[config.mk]
export PLATFORM = sky130hd
export DESIGN_NAME = word40_assembler_flat
export DESIGN_NICKNAME = d
export VERILOG_FILES = /design/src/rtl/word40_assembler_pkg.sv /design/src/rtl/word40_assembler_if.sv /design/src/rtl/word40_assembler_byte_slot.sv /design/src/rtl/word40_assembler.sv /design/src/flat_wrapper.sv
export SDC_FILE = /design/constraint.sdc
export NUM_CORES = 1
export LEC_CHECK = 0
export ABC_AREA = 1
export BUFFER_PORTS_ARGS = -buffer_cell sky130_fd_sc_hd__buf_2
export CAP_MARGIN = 20
export CORE_ASPECT_RATIO = 0.6
export CORE_MARGIN = 2
export CORE_UTILIZATION = 40
export CTS_CLUSTER_SIZE = 10
export DETAILED_ROUTE_END_ITERATION = 8
export GPL_TIMING_DRIVEN = 0
export PLACE_DENSITY_LB_ADDON = 0.3
export SLEW_MARGIN = 20
export SYNTH_ARGS = -nofsm -noshare
export SYNTH_HDL_FRONTEND = slang
export SYNTH_SLANG_ARGS = --single-unit
[constraint.sdc]
create_clock -name clk -period 1.8 [get_ports clk]
set_input_delay 0.09 -clock clk [delete_from_list [all_inputs] [get_ports clk]]
set_output_delay 0.09 -clock clk [all_outputs]
set_load 0.005 [all_outputs]
[src/rtl/word40_assembler_pkg.sv]
// Shared constants, state encoding and parity helper for the byte-to-word packer.
// Optional parity checking is enabled by defining ASM_PARITY_EN.
`ifndef WORD40_ASSEMBLER_DEFS
`define WORD40_ASSEMBLER_DEFS
`define ASM_BYTE_W 8
`define ASM_WORD_W 40
`endif

package word40_assembler_pkg;

  typedef enum logic {
    ASM_S_FILL = 1'b0,
    ASM_S_FULL = 1'b1
  } asm_state_e;

  localparam int ASM_CNT_W = 3;

  // Even parity: the parity bit equals the XOR of the data bits.
  function automatic logic asm_par_bad(input logic [`ASM_BYTE_W-1:0] data, input logic par);
    return (^data) != par;
  endfunction

endpackage

[src/rtl/word40_assembler_if.sv]
// Byte-in / word-out bus of the packer. The master side feeds bytes and the stall,
// the slave side is the packer. Parity signals exist only with ASM_PARITY_EN.
interface word40_assembler_if;
  logic [`ASM_BYTE_W-1:0] in_byte;
  logic                   in_valid;
  logic                   in_ready;
  logic                   flush;
  logic                   out_stall;
  logic [`ASM_WORD_W-1:0] out_word;
  logic                   out_wr_en;
  logic [2:0]             fill_cnt;
`ifdef ASM_PARITY_EN
  logic                   in_par;
  logic                   parity_err;

  modport master (
    output in_byte, in_valid, flush, out_stall, in_par,
    input  in_ready, out_word, out_wr_en, fill_cnt, parity_err
  );
  modport slave (
    input  in_byte, in_valid, flush, out_stall, in_par,
    output in_ready, out_word, out_wr_en, fill_cnt, parity_err
  );
`else
  modport master (
    output in_byte, in_valid, flush, out_stall,
    input  in_ready, out_word, out_wr_en, fill_cnt
  );
  modport slave (
    input  in_byte, in_valid, flush, out_stall,
    output in_ready, out_word, out_wr_en, fill_cnt
  );
`endif
endinterface

[src/rtl/word40_assembler_byte_slot.sv]
// One byte lane of the assembly buffer: decodes whether the incoming byte belongs
// to this lane and stores it. fwd_o shows the lane value including this cycle's write.
module asm_byte_slot
  import word40_assembler_pkg::*;
#(
  parameter int NBYTES    = 5,
  parameter int LANE      = 0,
  parameter int LSB_FIRST = 1
) (
  input  logic                   clk,
  input  logic                   rst,
  input  logic                   we_i,
  input  logic [ASM_CNT_W-1:0]   cnt_i,
  input  logic [`ASM_BYTE_W-1:0] byte_i,
  output logic [`ASM_BYTE_W-1:0] q_o,
  output logic [`ASM_BYTE_W-1:0] fwd_o
);

  // Arrival index of the byte that lands in this lane.
  localparam logic [ASM_CNT_W-1:0] SLOT_IDX =
    ASM_CNT_W'((LSB_FIRST != 0) ? LANE : (NBYTES - 1 - LANE));

  logic                   hit;
  logic [`ASM_BYTE_W-1:0] byte_q;
  logic [`ASM_BYTE_W-1:0] byte_d;

  assign hit    = we_i && (cnt_i == SLOT_IDX);
  assign byte_d = hit ? byte_i : byte_q;

  always_ff @(posedge clk) begin
    if (!rst) begin
      byte_q <= '0;
    end else begin
      byte_q <= byte_d;
    end
  end

  assign q_o   = byte_q;
  assign fwd_o = byte_d;

endmodule

[src/rtl/word40_assembler.sv]
// Byte-serial to 40-bit word packer driving a write-enabled storage register.
// Define ASM_PARITY_EN to add per-byte even-parity checking and word dropping.
module word40_assembler
  import word40_assembler_pkg::*;
#(
  parameter int NBYTES    = 5,
  parameter int LSB_FIRST = 1
) (
  input  logic                  clk,
  input  logic                  rst,
  word40_assembler_if.slave     bus
);

  localparam int                     WORD_W   = `ASM_BYTE_W * NBYTES;
  localparam logic [ASM_CNT_W-1:0]   CNT_LAST = ASM_CNT_W'(NBYTES - 1);

  asm_state_e           state_q, state_d;
  logic [ASM_CNT_W-1:0] cnt_q, cnt_d;
  logic [WORD_W-1:0]    out_word_q, out_word_d;
  logic                 out_wr_en_q, out_wr_en_d;

  logic [WORD_W-1:0]    asm_q;
  logic [WORD_W-1:0]    asm_fwd;
  logic                 in_ready;
  logic [ASM_CNT_W-1:0] fill_cnt;
  logic                 accept;
  logic                 last_byte;
  logic                 emit_fill;
  logic                 emit_full;
  logic                 emit_bad;

  assign accept    = bus.in_valid && in_ready && !bus.flush;
  assign last_byte = accept && (cnt_q == CNT_LAST);
  assign emit_fill = last_byte && !bus.out_stall;
  assign emit_full = (state_q == ASM_S_FULL) && !bus.flush && !bus.out_stall;

  genvar gi;
  generate
    for (gi = 0; gi < NBYTES; gi++) begin : g_slot
      asm_byte_slot #(
        .NBYTES    (NBYTES),
        .LANE      (gi),
        .LSB_FIRST (LSB_FIRST)
      ) u_slot (
        .clk    (clk),
        .rst    (rst),
        .we_i   (accept),
        .cnt_i  (cnt_q),
        .byte_i (bus.in_byte),
        .q_o    (asm_q[gi*`ASM_BYTE_W +: `ASM_BYTE_W]),
        .fwd_o  (asm_fwd[gi*`ASM_BYTE_W +: `ASM_BYTE_W])
      );
    end
  endgenerate

  always_ff @(posedge clk) begin
    if (!rst) begin
      state_q <= ASM_S_FILL;
      cnt_q   <= '0;
    end else begin
      state_q <= state_d;
      cnt_q   <= cnt_d;
    end
  end

  // Flush wins over everything; cnt returns to 0 whenever a word completes.
  always_comb begin
    state_d = state_q;
    cnt_d   = cnt_q;
    if (bus.flush) begin
      state_d = ASM_S_FILL;
      cnt_d   = '0;
    end else begin
      case (state_q)
        ASM_S_FILL: begin
          if (last_byte) begin
            cnt_d = '0;
            if (bus.out_stall) state_d = ASM_S_FULL;
          end else if (accept) begin
            cnt_d = cnt_q + 1'b1;
          end
        end
        ASM_S_FULL: begin
          cnt_d = '0;
          if (!bus.out_stall) state_d = ASM_S_FILL;
        end
        default: begin
          state_d = ASM_S_FILL;
          cnt_d   = '0;
        end
      endcase
    end
  end

  always_comb begin
    in_ready = 1'b0;
    fill_cnt = '0;
    if (state_q == ASM_S_FILL) begin
      in_ready = 1'b1;
      fill_cnt = cnt_q;
    end
  end

`ifdef ASM_PARITY_EN
  logic byte_bad;
  logic word_err_q, word_err_d;
  logic parity_err_q, parity_err_d;

  assign byte_bad = accept && asm_par_bad(bus.in_byte, bus.in_par);
  assign emit_bad = (emit_fill && (word_err_q || byte_bad)) || (emit_full && word_err_q);

  always_comb begin
    word_err_d   = word_err_q;
    parity_err_d = (emit_fill || emit_full) && emit_bad;
    if (bus.flush || emit_fill || emit_full) begin
      word_err_d = 1'b0;
    end else if (byte_bad) begin
      word_err_d = 1'b1;
    end
  end

  always_ff @(posedge clk) begin
    if (!rst) begin
      word_err_q   <= 1'b0;
      parity_err_q <= 1'b0;
    end else begin
      word_err_q   <= word_err_d;
      parity_err_q <= parity_err_d;
    end
  end

  assign bus.parity_err = parity_err_q;
`else
  assign emit_bad = 1'b0;
`endif

  // Direct emit uses the forwarded buffer so the last byte is included without a bubble.
  always_comb begin
    out_wr_en_d = 1'b0;
    out_word_d  = out_word_q;
    if (emit_fill && !emit_bad) begin
      out_wr_en_d = 1'b1;
      out_word_d  = asm_fwd;
    end else if (emit_full && !emit_bad) begin
      out_wr_en_d = 1'b1;
      out_word_d  = asm_q;
    end
  end

  always_ff @(posedge clk) begin
    if (!rst) begin
      out_word_q  <= '0;
      out_wr_en_q <= 1'b0;
    end else begin
      out_word_q  <= out_word_d;
      out_wr_en_q <= out_wr_en_d;
    end
  end

  assign bus.in_ready  = in_ready;
  assign bus.fill_cnt  = fill_cnt;
  assign bus.out_word  = out_word_q;
  assign bus.out_wr_en = out_wr_en_q;

endmodule

[src/flat_wrapper.sv]
// flat-port wrapper written by rule: the top's interface ports become plain ports
module word40_assembler_flat import word40_assembler_pkg::*;
#(
  parameter int NBYTES    = 5,
  parameter int LSB_FIRST = 1
)
  (clk, rst, bus_in_byte, bus_in_valid, bus_flush, bus_out_stall, bus_in_ready, bus_out_word, bus_out_wr_en, bus_fill_cnt);
  word40_assembler_if bus_i ();
  input  logic clk;
  input  logic rst;
  input wire logic [$bits(bus_i.in_byte)-1:0] bus_in_byte;
  input wire logic [$bits(bus_i.in_valid)-1:0] bus_in_valid;
  input wire logic [$bits(bus_i.flush)-1:0] bus_flush;
  input wire logic [$bits(bus_i.out_stall)-1:0] bus_out_stall;
  output wire logic [$bits(bus_i.in_ready)-1:0] bus_in_ready;
  output wire logic [$bits(bus_i.out_word)-1:0] bus_out_word;
  output wire logic [$bits(bus_i.out_wr_en)-1:0] bus_out_wr_en;
  output wire logic [$bits(bus_i.fill_cnt)-1:0] bus_fill_cnt;
  assign bus_i.in_byte = bus_in_byte;
  assign bus_i.in_valid = bus_in_valid;
  assign bus_i.flush = bus_flush;
  assign bus_i.out_stall = bus_out_stall;
  assign bus_in_ready = bus_i.in_ready;
  assign bus_out_word = bus_i.out_word;
  assign bus_out_wr_en = bus_i.out_wr_en;
  assign bus_fill_cnt = bus_i.fill_cnt;
  word40_assembler #(.NBYTES(NBYTES), .LSB_FIRST(LSB_FIRST)) u_core (.clk(clk), .rst(rst), .bus(bus_i));
endmodule
# Yosys cells after proc, flatten, opt, wreduce, memory -nomap -nowiden
# Cells that the tools add are included.
# totals
reg_bits,85
latchBits,0
ram_bits,0
rom_bits,0
output_inout_bits,45
mem_count,0
# op_classes
add_sub_neg,1
mul,0
div_mod_pow,0
magnitude_cmp,0
n_eq_ne,5
n_shift,0
mux,17
bitwise,2
reduce_logical,15
# ops
op,n
$mux W40,2
$mux W8,5
$logic_and A1 B1 Y1,10
$mux W3,3
$eq A3 B2 Y1 const B,2
$pmux W3 S2,1
$mux W1,5
$add A3 B1 Y3 const B,1
$eq A3 B1 Y1 const B,1
$eq A3 B3 Y1 const B,1
$logic_not A3 Y1,1
$ne A3 B2 Y1 const B,1
$logic_not A1 Y1,2
$not A1 Y1,2
$pmux W1 S2,1
$reduce_bool A2 Y1,1
$reduce_or A2 Y1,1

# Longest topological paths before layout
# Gate-level depths: netlist (run 1).
# logic_depth
word_depth,6
depth_mapped,9

# By module
# Synthesis (run 1) repeated with hierarchy kept, for this count alone.
# hier_totals
cells_unflattened,690
area_unflattened_um2,4843.4
# modules_own_cells
mod,n_inst,cells_per_inst,area_each_um2,seq_area_each_um2
word40_assembler,1,344,2701.3,900.9
asm_byte_slot at u_core.g_slot[1].u_slot ...,3,69,425.4,160.2
asm_byte_slot at u_core.g_slot[0].u_slot,1,69,439.2,160.2
asm_byte_slot at u_core.g_slot[3].u_slot,1,70,426.7,160.2

# Least setup slack after synthesis (run 1)
# Ideal clock, no wire load.
# synth_path
path_kind,flip-flop to flip-flop
start,reg u_core.cnt_q[0]
end,"reg u_core.out_word_q[38], in the netlist u_core.bus.out_word[38]"
setup_ps,128
arrival_ps,1550
slack_ps,123
stages_incl_launch_ff,9
path_buffers,1
synth_period_minus_slack_ps,1677
path_cell_list,dfxtp_1 inv_1 ha_1 nand3_1 nor3_2 nor2_1 buf_2 a21oi_1 nor2_1
# synth_between
elab_chain_len,4
elab_cells_between_ends,6
# synth_lines
item,line_no,text
start: declaration,word40_assembler.sv:18,"logic [ASM_CNT_W-1:0] cnt_q, cnt_d;"
start signal: assignment,word40_assembler.sv:62,cnt_q <= cnt_d;
$eq A3 B3 Y1 (*),"word40_assembler_byte_slot.sv:27, word40_assembler.sv:33",
$logic_and A1 B1 Y1 (*),"word40_assembler_byte_slot.sv:27, word40_assembler.sv:33",
$mux W8 / $logic_and A1 B1 Y1 (equally long branches),"word40_assembler_byte_slot.sv:28, word40_assembler.sv:34",
$mux W40 / $reduce_bool A2 Y1 (equally long branches),-,
end signal: assignment,word40_assembler.sv:155,out_word_q <= out_word_d;
end: declaration,word40_assembler.sv:19,"logic [WORD_W-1:0] out_word_q, out_word_d;"
# Mark *: on every way between the ends. The rest lies on a longest branch, timed or not.
# A chain may end at the register's enable or synchronous reset.

# Final worst setup path (run 1)
# layout_path
start,reg u_core.cnt_q[0]
end,"reg u_core.out_word_q[22], in the netlist u_core.bus.out_word[22]"
# layout_between
elab_chain_len,4
elab_cells_between_ends,8
# layout_lines
item,line_no
$eq A3 B2 Y1 / $eq A3 B3 Y1 (equally long branches),"word40_assembler_byte_slot.sv:27, word40_assembler.sv:33"
"$logic_and A1 B1 Y1, on equally long branches","word40_assembler_byte_slot.sv:27, word40_assembler.sv:33"
$mux W8 / $logic_and A1 B1 Y1 (equally long branches),"word40_assembler_byte_slot.sv:28, word40_assembler.sv:34"
$mux W40 / $reduce_bool A2 Y1 (equally long branches),-
# Parallel ways exist; a longest one is shown, timed or not.

==> flow_metrics.py, run 1 <==
metrics = {
    "die": {
        "pin_count": 58,
        "num_rows": 25,
        "dieArea_um2": 9100,
        "core_area_um2": 7980,
        "die_x_um": 122,
        "die_h_um": 74.7,
        "start_util_pct": 41.8,
    },
    "grt": {
        "grt_max_degree": 14,
        "grt_pass1_wl_um": 14600,
        "grt_overflow_total": 0,
        "grt_pass1_vias": 2956,
        "track_usage_pct": 21.7,
        "grt_antenna_before_repair": 0,
    },
    "yosys": {
        "syn_inst": 445,
        "ys_seq_elements": 85,
        "synth_compound_gate_area_share_pct": 11.3,
        "synth_top_family_by_area": "simple AND/OR/NAND/NOR gates",
        "syn_area_um2": 3330,
        "synth.mux.area_fraction_pct": 0,
        "async_flop_share_pct": 0,
        "synth_cell_types": 22,
        "synth-simple-area-share_pct": 29.1,
        "syn_avg_cell_area_um2": 7.49,
        "synth_xor_area_share_pct": 0,
        "synth-adder-area-share_pct": 1.88,
        "synth_ff_type": "dfxtp_1",
        "syn_nets": 463,
        "yosys_warnings": 0,
        "synth_edf_count": 0,
        "seq_area_frac_synth_pct": 51.1,
    },
    "clock_tree": {
        "cts_buffers": 9,
        "cts_max_level": 3,
        "cts_hold_buf": 0,
        "clkTransAtPathRegs_ns": 0.06,
        "cts_tree": "done",
        "cts_root_buffer": "clkbuf_16",
        "cts_sinks": 85,
        "clockBufferDepth": 2,
        "clk-insertion-delay-late_ns": 0.35,
    },
    "route": {
        "drc": 0,
        "first_iter_violations": 224,
        "vias_per_cell": 5.10,
        "antenna_left": 0,
        "totalWireLength_um": 9120,
        "drt_first_pass_iters": 5,
        "wire_per_inst_um": 14.5,
        "vias": 3201,
    },
    "power": {
        "p_total_w": 0.00394,
        "vdd_drop_max_v": 0.000547,
        "p_leak_nw": 1.87,
        "power_density_nw_per_um2": 947,
    },
    "place": {
        "gp_congestion": 0.867,
        "hpwl_um": 6620,
        "portBuffers": 57,
    },
    "critical_path": {
        "crit_path_max_fanout": 10,
        "arrival_ns": 1.95,
        "crit_type": "reg -> reg",
        "critPathRequiredTime_ns": 2.06,
        "cp-start-kind": "register",
        "end_kind": "register",
        "r2r_slack_ns": 0.11,
    },
    "final_layout": {
        "area_growth_pct": 24.8,
        "fin_nets": 534,
        "fill_cells": 808,
        "layout-drive-gt1-share_pct": 20.4,
        "final_util_pct": 52.2,
        "antennaDiodeCount": 0,
    },
    "timing": {
        "skew_ns": 0.00959,
        "rsz0062_at_grt": "yes",
        "slew_headroom_pct": 56.1,
        "hold_ws_ns": 0.0476,
        "finalCritPeriodShare_pct": 93.9,
        "tns_ns": 0,
        "hold_viol": 0,
        "setup_viol": 0,
        "finalCriticalPeriod_ns": 1.69,
        "drv_slew": 0,
        "maxClockFrequency_ghz": 0.592,
        "tightestPinTransition_ns": 0.658,
    },
    "status": {
        "status": "finished clean",
    },
    "run": {
        "cap_violations": 0,
    },
    "worst_hold_path": {
        "hold_class": "in -> reg",
    },
}
==> cell type report <==
| class | instances | area, um^2 | area share (%) |
|---|---|---|---|
| Sequential cell | 85 | 1700 | 40.9 |
| Tap cell | 108 | 135 | 3.25 |
| Clock buffer | 12 | 267 | 6.40 |
| Timing Repair Buffer | 62 | 323 | 7.76 |
| Inverter | 32 | 124 | 2.98 |
| Multi-Input combinational cell | 307 | 1460 | 35.2 |
| Buffer | 19 | 103 | 2.47 |
| Clock inverter | 3 | 43.8 | 1.05 |
==> repair_timing <==
item | 4_1_cts | 5_1_grt
resized for setup | 10 | 13
endpoints found under the setup margin | 52 | 70
setup buffers | 3 | 2
pin swaps | 3 | 1
gates cloned | 0 | 0
==> sequential cells by signal, summed over array words and instances (netlist names) <==
register / flops
u_core.cnt_q: 3
u_core.state_q: 1
u_core.bus.out_wr_en: 1
u_core.bus.out_word: 40
u_core.g_slot.u_slot.q_o: 40
==> cells in the mapped netlist, types with 2 or more instances <==
library cell,number,area (um^2)
nor2_1,67,251
buf_2,6,30.0
clkbuf_1,10,37.5
nand2_1,112,420
a21oi_1,55,275
o21ai_0,4,20.0
nand4_1,10,62.6
nor2_2,2,12.5
nand3_1,36,180
a211oi_1,10,75.1
buf_4,4,30.0
clkinv_1,3,11.3
nor3_1,2,10.0
inv_2,2,7.51
ha_1,5,62.6
inv_1,27,101
dfxtp_1,85,1700
==> power breakdown <==
group	internal, W	switching (W)	total [W]
logic	0.0000322	0.000107	0.000139
registers	0.00189	0.00000701	0.00190
clock network	0.00118	0.000725	0.00190
total	0.00310	0.000838	0.00394
==> critical path, stage by stage, from the launching register on <==
cell and delay [ns]:
dfxtp_1 0.37, inv_2 0.09, ha_4 0.18, nand3_2 0.12, nor3_4 0.07, nor2_2 0.29, clkbuf_4 0.29, nand2_1 0.06
a21oi_1 0.13
==> final timing paths <==
kind                                  startpoint                                   endpoint  depth (start not counted)
max                 u_core.cnt_q[0]$_SDFFE_PP0P_       u_core.bus.out_word[22]$_SDFFE_PN0P_                          8
min reg2reg  u_core.bus.out_word[4]$_SDFFE_PN0P_        u_core.bus.out_word[4]$_SDFFE_PN0P_                          2
max reg2reg         u_core.cnt_q[0]$_SDFFE_PP0P_       u_core.bus.out_word[22]$_SDFFE_PN0P_                          8
min                                          rst  u_core.g_slot[4].u_slot.q_o[6]$_SDFF_PN0_                          3
==> metal layers <==
metal / global-route usage (%) / wire length [um] / vias to the layer above
met2: 31.7 / 3630 / 125
met1: 30.6 / 4520 / 1487
met4: 6.51 / 95 / 0
met5: 0 / 0 / -
li1: - / - / 1580
met3: 7.27 / 872 / 9
==> per-stage QoR <==
stage | cells | cell area (um^2) | setup slack, ns
floorplan | 445 | 3330 | 0.123
global placement | 610 | 3750 | -0.362
detailed placement | 610 | 3750 | -0.439
CTS | 628 | 4130 | 0.000673
global route | 628 | 4160 | -0.00778
finish | 628 | 4160 | 0.110
==> logic make-up (layout without fill, tap and decap cells) <==
group                      after synthesis  after routing
AOI/OAI and AO/OA                       70             70
adders and majority gates                5              5
buffers and inverters                   53            128
DFF                                     85             85
and+or+nand+nor                        232            232
==> cell usage in the layout, fill, tap and decap left out, drive strengths merged <==
cell | netlist | layout
nand2 | 113 | 113
inv | 29 | 29
buf | 11 | 69
nor3 | 4 | 4
clkinvlp | 0 | 1
ha | 5 | 5
clkbuf | 10 | 24
clkinv | 3 | 4
nand4 | 10 | 10
nand3 | 36 | 36
dfxtp | 85 | 85
o21ai | 4 | 4
a21oi | 55 | 55
bufinv | 0 | 1
a211oi | 10 | 10
nor2 | 69 | 69
o211ai | 1 | 1
Power figures use the tool's default switching activity.
==> inputs of run 2 (changes only) <==
--- a/config.mk
+++ b/config.mk
@@ -10,7 +10,7 @@
 export CAP_MARGIN = 20
 export CORE_ASPECT_RATIO = 0.6
 export CORE_MARGIN = 2
-export CORE_UTILIZATION = 40
+export CORE_UTILIZATION = 30
 export CTS_CLUSTER_SIZE = 10
 export DETAILED_ROUTE_END_ITERATION = 8
 export GPL_TIMING_DRIVEN = 0
==> run 2 against run 1 <==
  * Clock-buffer cell count fell by 1
  * Power fell by 2.0%
  * First-iteration DRC count rose by 18%
  * Die area rose by 32%
  * Largest cell class unchanged
  * Highest routed layer unchanged
  * Routed wire length rose by 3.9%
  * Final area rose by 0.87%
  * Clock skew fell by 0.0020 ns
  * Sequential cell count did not move
  * Worst hold slack improved by 0.0082 ns
  * Worst setup slack improved by 0.0045 ns
==> flow_metrics.py, run 2 (synthesis gave the netlist of run 1 again) <==
metrics = {
    "grt": {
        "grt_antenna_before_repair": 0,
        "grt_max_degree": 13,
        "grt_pass1_vias": 3001,
        "grt_pass1_wl_um": 15300,
        "track_usage_pct": 16.6,
        "grt_overflow_total": 0,
    },
    "critical_path": {
        "r2r_end": "u_core.g_slot[4].u_slot.q_o[5]$_SDFF_PN0_",
        "r2r_slack_ns": 0.11,
        "end_kind": "register",
        "worstReg2RegStart": "u_core.cnt_q[0]$_SDFFE_PP0P_",
        "crit_top_cell": "nor2_1",
        "crit_type": "reg -> reg",
        "cp-start-kind": "register",
        "slowest_delay_ns": 0.33,
        "crit_chain": "inv_2, ha_4, nand3_2, nor2_4, buf_4, buf_6, clkinvlp_4, nor2_1, nor2_1",
        "critPathSlowestCell": "dfxtp_1",
        "crit_path_max_fanout": 10,
        "arrival_ns": 1.91,
        "rr_worst_depth": 9,
        "critPathRequiredTime_ns": 2.03,
    },
    "worst_hold_path": {
        "holdPathStages": 3,
        "hold_class": "in -> reg",
        "hold_end": "u_core.g_slot[4].u_slot.q_o[6]$_SDFF_PN0_",
        "hp-start": "rst",
    },
    "place": {
        "hpwl_um": 6940,
        "place_inst": 641,
        "place_ws_ns": -0.422,
        "placed_area_um2": 3790,
        "gp_congestion": 0.832,
        "portBuffers": 57,
    },
    "timing": {
        "drv_slew": 0,
        "rsz0062_at_grt": "no",
        "tightestPinTransition_ns": 0.647,
        "skew_ns": 0.00763,
        "setup_viol": 0,
        "hold_ws_ns": 0.0558,
        "slew_headroom_pct": 56.8,
        "finalCriticalPeriod_ns": 1.69,
        "maxClockFrequency_ghz": 0.593,
        "hold_viol": 0,
        "timing.final.ws_setup_ns": 0.114,
        "finalCritPeriodShare_pct": 93.7,
    },
    "final_layout": {
        "mostFrequentLayoutCells": "111 x nand2_1, 84 x dfxtp_1, 64 x nor2_1",
        "final_cell_area_um2": 4200,
        "fin_cells": 657,
        "antennaDiodeCount": 0,
        "final_util_pct": 39.2,
        "layout-drive-gt1-share_pct": 20.3,
        "fin_nets": 534,
        "area_growth_pct": 25.9,
        "final_common_cell": "nand2_1",
    },
    "clock_tree": {
        "cts_sinks": 85,
        "cts_tree": "done",
        "clk-insertion-delay-late_ns": 0.34,
        "clockBufferDepth": 2,
        "cts_root_buffer": "clkbuf_16",
        "cts_hold_buf": 0,
        "cts_buffers": 9,
        "cts_max_level": 3,
        "clkTransAtPathRegs_ns": 0.06,
    },
    "route": {
        "drc": 0,
        "vias": 3202,
        "drt_first_pass_iters": 6,
        "wire_per_inst_um": 14.4,
        "totalWireLength_um": 9480,
        "vias_per_cell": 4.87,
        "first_iter_violations": 264,
        "antenna_left": 0,
    },
    "die": {
        "dieArea_um2": 12000,
        "core_area_um2": 10700,
        "num_rows": 29,
        "pin_count": 58,
        "die_h_um": 85.6,
        "die_x_um": 140,
        "start_util_pct": 31.1,
    },
    "power": {
        "vdd_drop_max_v": 0.000476,
        "power_density_nw_per_um2": 920,
        "p_leak_nw": 1.86,
    },
    "status": {
        "status": "finished clean",
    },
    "run": {
        "cap_violations": 0,
    },
}
run 2: cell count changes in the layout (fill, tap and decap cells not counted), sizes merged:
cell	change
inv	-1
clkinv	-1
clkbuf	-2
buf	+1
clkinvlp	+1
run 2: worst max path at each step:
stage	startpoint	end	slack, ns	cells past startpoint
floorplan	u_core.cnt_q[0]$_SDFFE_PP0P_	u_core.bus.out_word[38]$_SDFFE_PN0P_	0.12	8
global placement	u_core.cnt_q[0]$_SDFFE_PP0P_	u_core.bus.out_word[33]$_SDFFE_PN0P_	-0.36	8
detailed placement	u_core.cnt_q[0]$_SDFFE_PP0P_	u_core.bus.out_word[32]$_SDFFE_PN0P_	-0.42	8
CTS	u_core.state_q$_SDFF_PP0_	u_core.g_slot[0].u_slot.q_o[4]$_SDFF_PN0_	0.003	5
global route	u_core.cnt_q[0]$_SDFFE_PP0P_	u_core.bus.out_word[23]$_SDFFE_PN0P_	0.02	9
finish	u_core.cnt_q[0]$_SDFFE_PP0P_	u_core.g_slot[4].u_slot.q_o[5]$_SDFF_PN0_	0.11	9
run 2: layout make-up:
class | count | area (um^2)
well taps | 139 | 174
flip-flops and latches | 85 | 1700
clock buffers | 11 | 253
repair buffers | 62 | 323
fillers | 1105 | 6510
inverters | 32 | 128
multi-input cells | 307 | 1480
plain buffers | 19 | 106
clock inverters | 2 | 35.0
run 2: what timing repair did:
action | 4_1_cts | 5_1_grt
setup buffers | 5 | 0
pin swaps | 2 | 1
endpoints found under the setup margin | 52 | 71
resized for setup | 11 | 16
run 2: layer usage:
layer	track usage, %	up-vias	part of all wire [%]	routed length (um)
li1	-	1587	-	-
met1	23.4	1501	51	4860
met2	24.5	106	40	3830
met3	5.81	8	7.5	708
met4	3.86	0	0.78	74
met5	0	-	0	0
run 2: stage by stage:
| step | TNS, ns | total power (W) |
|---|---|---|
| 2_1_floorplan | 0 | 0.00201 |
| 3_3_place_gp | -11.30 | 0.00207 |
| 3_5_place_dp | -14.14 | 0.00207 |
| 4_1_cts | 0 | 0.00389 |
| 5_1_grt | 0 | 0.00399 |
| 6_report | 0 | 0.00386 |
run 2: report_power, final:
group,internal (W),switching [W]
Sequential,0.00189,0.00000671
Clock,0.00112,0.000697
Combinational,0.0000323,0.000110
Total,0.00305,0.000814
run 2: critical path: cells and delay by family (launching register included):
| family | cells | cell delay [ns] |
|---|---|---|
| buffers and inverters | 4 | 0.57 |
| and+or+nand+nor | 4 | 0.49 |
| DFF | 1 | 0.33 |
| adders and majority gates | 1 | 0.18 |
==> inputs of run 3 (changes only) <==
--- a/config.mk
+++ b/config.mk
@@ -5,7 +5,6 @@
 export SDC_FILE = /design/constraint.sdc
 export NUM_CORES = 1
 export LEC_CHECK = 0
-export ABC_AREA = 1
 export BUFFER_PORTS_ARGS = -buffer_cell sky130_fd_sc_hd__buf_2
 export CAP_MARGIN = 20
 export CORE_ASPECT_RATIO = 0.6
==> run 3 against run 2 <==
  * Cell count down 2.7%
  * Sequential power about the same
  * Via count up 4.8%
  * Routed wire length up 9.7%
  * Critical path depth down 4
  * Clock power up 5%
  * Global-route usage up 1.2 points
  * Worst hold slack worse by 0.036 ns
  * Synthesized cell count down 8.5%
  * Highest routed layer unchanged
==> flow_metrics.py, run 3 <==
metrics = {
    "final_layout": {
        "fin_cells": 639,
        "final_cell_area_um2": 4380,
        "area_growth_pct": 24.6,
        "mostFrequentLayoutCells": "83 x dfxtp_1, 74 x a21oi_1, 65 x buf_2",
        "fin_nets": 492,
        "final_util_pct": 38.5,
        "antennaDiodeCount": 0,
        "final_common_cell": "dfxtp_1",
        "layout-drive-gt1-share_pct": 23.8,
        "fill_cells": 1163,
    },
    "worst_hold_path": {
        "hp-start": "bus_out_stall",
        "hold_class": "in -> reg",
    },
    "timing": {
        "skew_ns": 0.00761,
        "finalCriticalPeriod_ns": 1.72,
        "tns_ns": 0,
        "rsz0062_at_grt": "no",
        "maxClockFrequency_ghz": 0.583,
        "tightestPinTransition_ns": 0.592,
        "hold_ws_ns": 0.0194,
        "finalCritPeriodShare_pct": 95.3,
        "drv_slew": 0,
        "slew_headroom_pct": 60.4,
        "setup_viol": 0,
        "hold_viol": 0,
    },
    "power": {
        "p_leak_nw": 1.61,
        "internal-power_w": 0.00309,
        "p_switching_w": 0.000915,
        "seqPwrFrac_pct": 47.4,
        "switching_share_pct": 22.8,
        "power_density_nw_per_um2": 915,
        "clkPwrFrac_pct": 47.5,
        "vdd_drop_max_v": 0.000479,
        "comb_power_share_pct": 5.1,
    },
    "critical_path": {
        "cp-start-kind": "register",
        "crit_path_max_fanout": 10,
        "worstReg2RegStart": "u_core.state_q$_SDFF_PP0_",
        "crit_type": "reg -> reg",
        "critPathRequiredTime_ns": 2.07,
        "end_kind": "register",
        "crit_start": "u_core.state_q$_SDFF_PP0_",
        "arrival_ns": 1.98,
    },
    "route": {
        "wire_per_inst_um": 16.3,
        "wl_met1_um": 5450,
        "dr.max_layer_used": "met4",
        "drt_first_pass_iters": 5,
        "first_iter_violations": 291,
        "totalWireLength_um": 10400,
        "vias": 3356,
        "antenna_left": 0,
        "wl_met2_um": 4200,
        "drc": 0,
        "vias_per_cell": 5.25,
        "met3_length_um": 640,
    },
    "place": {
        "gp_congestion": 0.808,
        "placed_area_um2": 4000,
        "place_inst": 623,
        "portBuffers": 56,
        "hpwl_um": 7550,
    },
    "grt": {
        "track_usage_pct": 17.8,
        "grt_pass1_vias": 3202,
        "grt_pass1_wl_um": 17300,
        "grt_antenna_before_repair": 0,
        "grt_max_degree": 15,
        "grt_overflow_total": 0,
    },
    "clock_tree": {
        "clkTransAtPathRegs_ns": 0.06,
        "clk-insertion-delay-late_ns": 0.34,
        "clockBufferDepth": 2,
        "cts_hold_buf": 0,
        "cts_tree": "done",
        "cts_sinks": 85,
        "cts_buffers": 9,
        "cts_max_level": 3,
        "cts_root_buffer": "clkbuf_16",
    },
    "yosys": {
        "seq_area_frac_synth_pct": 48.4,
        "synth_cell_types": 38,
        "ys_seq_elements": 85,
        "synth_top_area_share_pct": 48.4,
        "yosys_warnings": 0,
        "syn_nets": 425,
        "synthTopCellsByCount": "85 x dfxtp_1, 74 x a21oi_1, 56 x nand3_1, 46 x o21ai_0, 23 x clkbuf_1",
        "syn_inst": 407,
        "synth_edf_count": 0,
        "synth_area_leaders": "dfxtp_1 48%, a21oi_1 11%, nand3_1 8.0%",
        "syn_area_um2": 3510,
        "async_flop_share_pct": 0,
        "syn_avg_cell_area_um2": 8.64,
        "synth_largest_area_cell": "dfxtp_1",
        "synth_ff_type": "dfxtp_1",
        "synth.most_common_cell": "dfxtp_1",
    },
    "die": {
        "start_util_pct": 30.9,
        "die_h_um": 87.8,
        "core_area_um2": 11400,
        "dieArea_um2": 12600,
        "die_x_um": 144,
        "pin_count": 58,
        "num_rows": 30,
    },
    "status": {
        "status": "finished clean",
    },
    "run": {
        "cap_violations": 0,
    },
}
run 3: cell count changes in the layout (fill, tap and decap cells not counted), moves of 10 or more:
cell / change
nand2_1: -100
a21oi_1: +19
a211oi_1: -10
nor2_1: -52
inv_1: -15
o21ai_0: +42
o21ai_1: +17
nand3_1: +22
run 3: path summary, 6_finish.rpt:
kind,slack [ns],endpoint,cells past startpoint
hold reg to reg,0.46,u_core.bus.out_word[13]$_SDFFE_PN0P_,2
hold / removal,0.02,u_core.state_q$_SDFF_PP0_,3
setup reg to reg,0.08,u_core.bus.out_word[33]$_SDFFE_PN0P_,5
setup / recovery,0.08,u_core.bus.out_word[33]$_SDFFE_PN0P_,5
run 3: repair_timing:
item | 4_1_cts | 5_1_grt
endpoints found under the hold margin | 0 | 0
setup buffers | 0 | 1
endpoints found under the setup margin | 42 | 58
gates cloned | 0 | 0
resized for setup | 6 | 18
run 3: worst max-delay path, cell delays in order (launching register included):
cell,delay (ns)
dfxtp_1,0.31
buf_4,0.17
buf_2,0.25
nor3b_2,0.55
a32oi_1,0.20
a21oi_1,0.16
run 3: area by class of cell:
cell class / instances / area (um^2) / area share, %
Clock inverter: 5 / 58.8 / 1.34
Timing Repair Buffer: 57 / 300 / 6.86
Sequential cell: 85 / 1700 / 38.9
Clock buffer: 11 / 253 / 5.77
Inverter: 9 / 33.8 / 0.771
Buffer: 39 / 205 / 4.68
Tap cell: 160 / 200 / 4.57
Multi-Input combinational cell: 273 / 1630 / 37.1
run 3: power by group through the flow:
stage                     registers, W  clock network, W  logic [W]
after floorplan                0.00194                 0   0.000113
after global placement         0.00194                 0   0.000195
after detailed placement       0.00194                 0   0.000197
after CTS                      0.00190           0.00195   0.000200
after global routing           0.00190           0.00202   0.000224
final                          0.00190           0.00191   0.000204
run 3: per-stage QoR:
stage                     total power [W]  worst slack, ns
after floorplan                   0.00205            0.144
after global placement            0.00214           -0.501
final                             0.00401           0.0845
after detailed placement          0.00214           -0.528
after CTS                         0.00404           0.0115
after global routing              0.00415          0.00254
run 3: logic make-up (layout without fill, tap and decap cells):
| kind of cell | count (synthesis) | count (layout) | synth area share [%] |
|---|---|---|---|
| mux | 8 | 8 | 2.28 |
| buf+inv | 49 | 121 | 6.59 |
| flops | 85 | 85 | 48.4 |
| simple gates | 97 | 97 | 15.0 |
| compound gates | 163 | 163 | 26.0 |
| fa+ha+maj | 5 | 5 | 1.78 |
run 3: layer usage:
layer / GRT usage [%] / vias up
met3: 4.48 / 12
met5: 0 / -
met2: 24.9 / 99
li1: - / 1621
met4: 4.46 / 0
met1: 27.1 / 1624
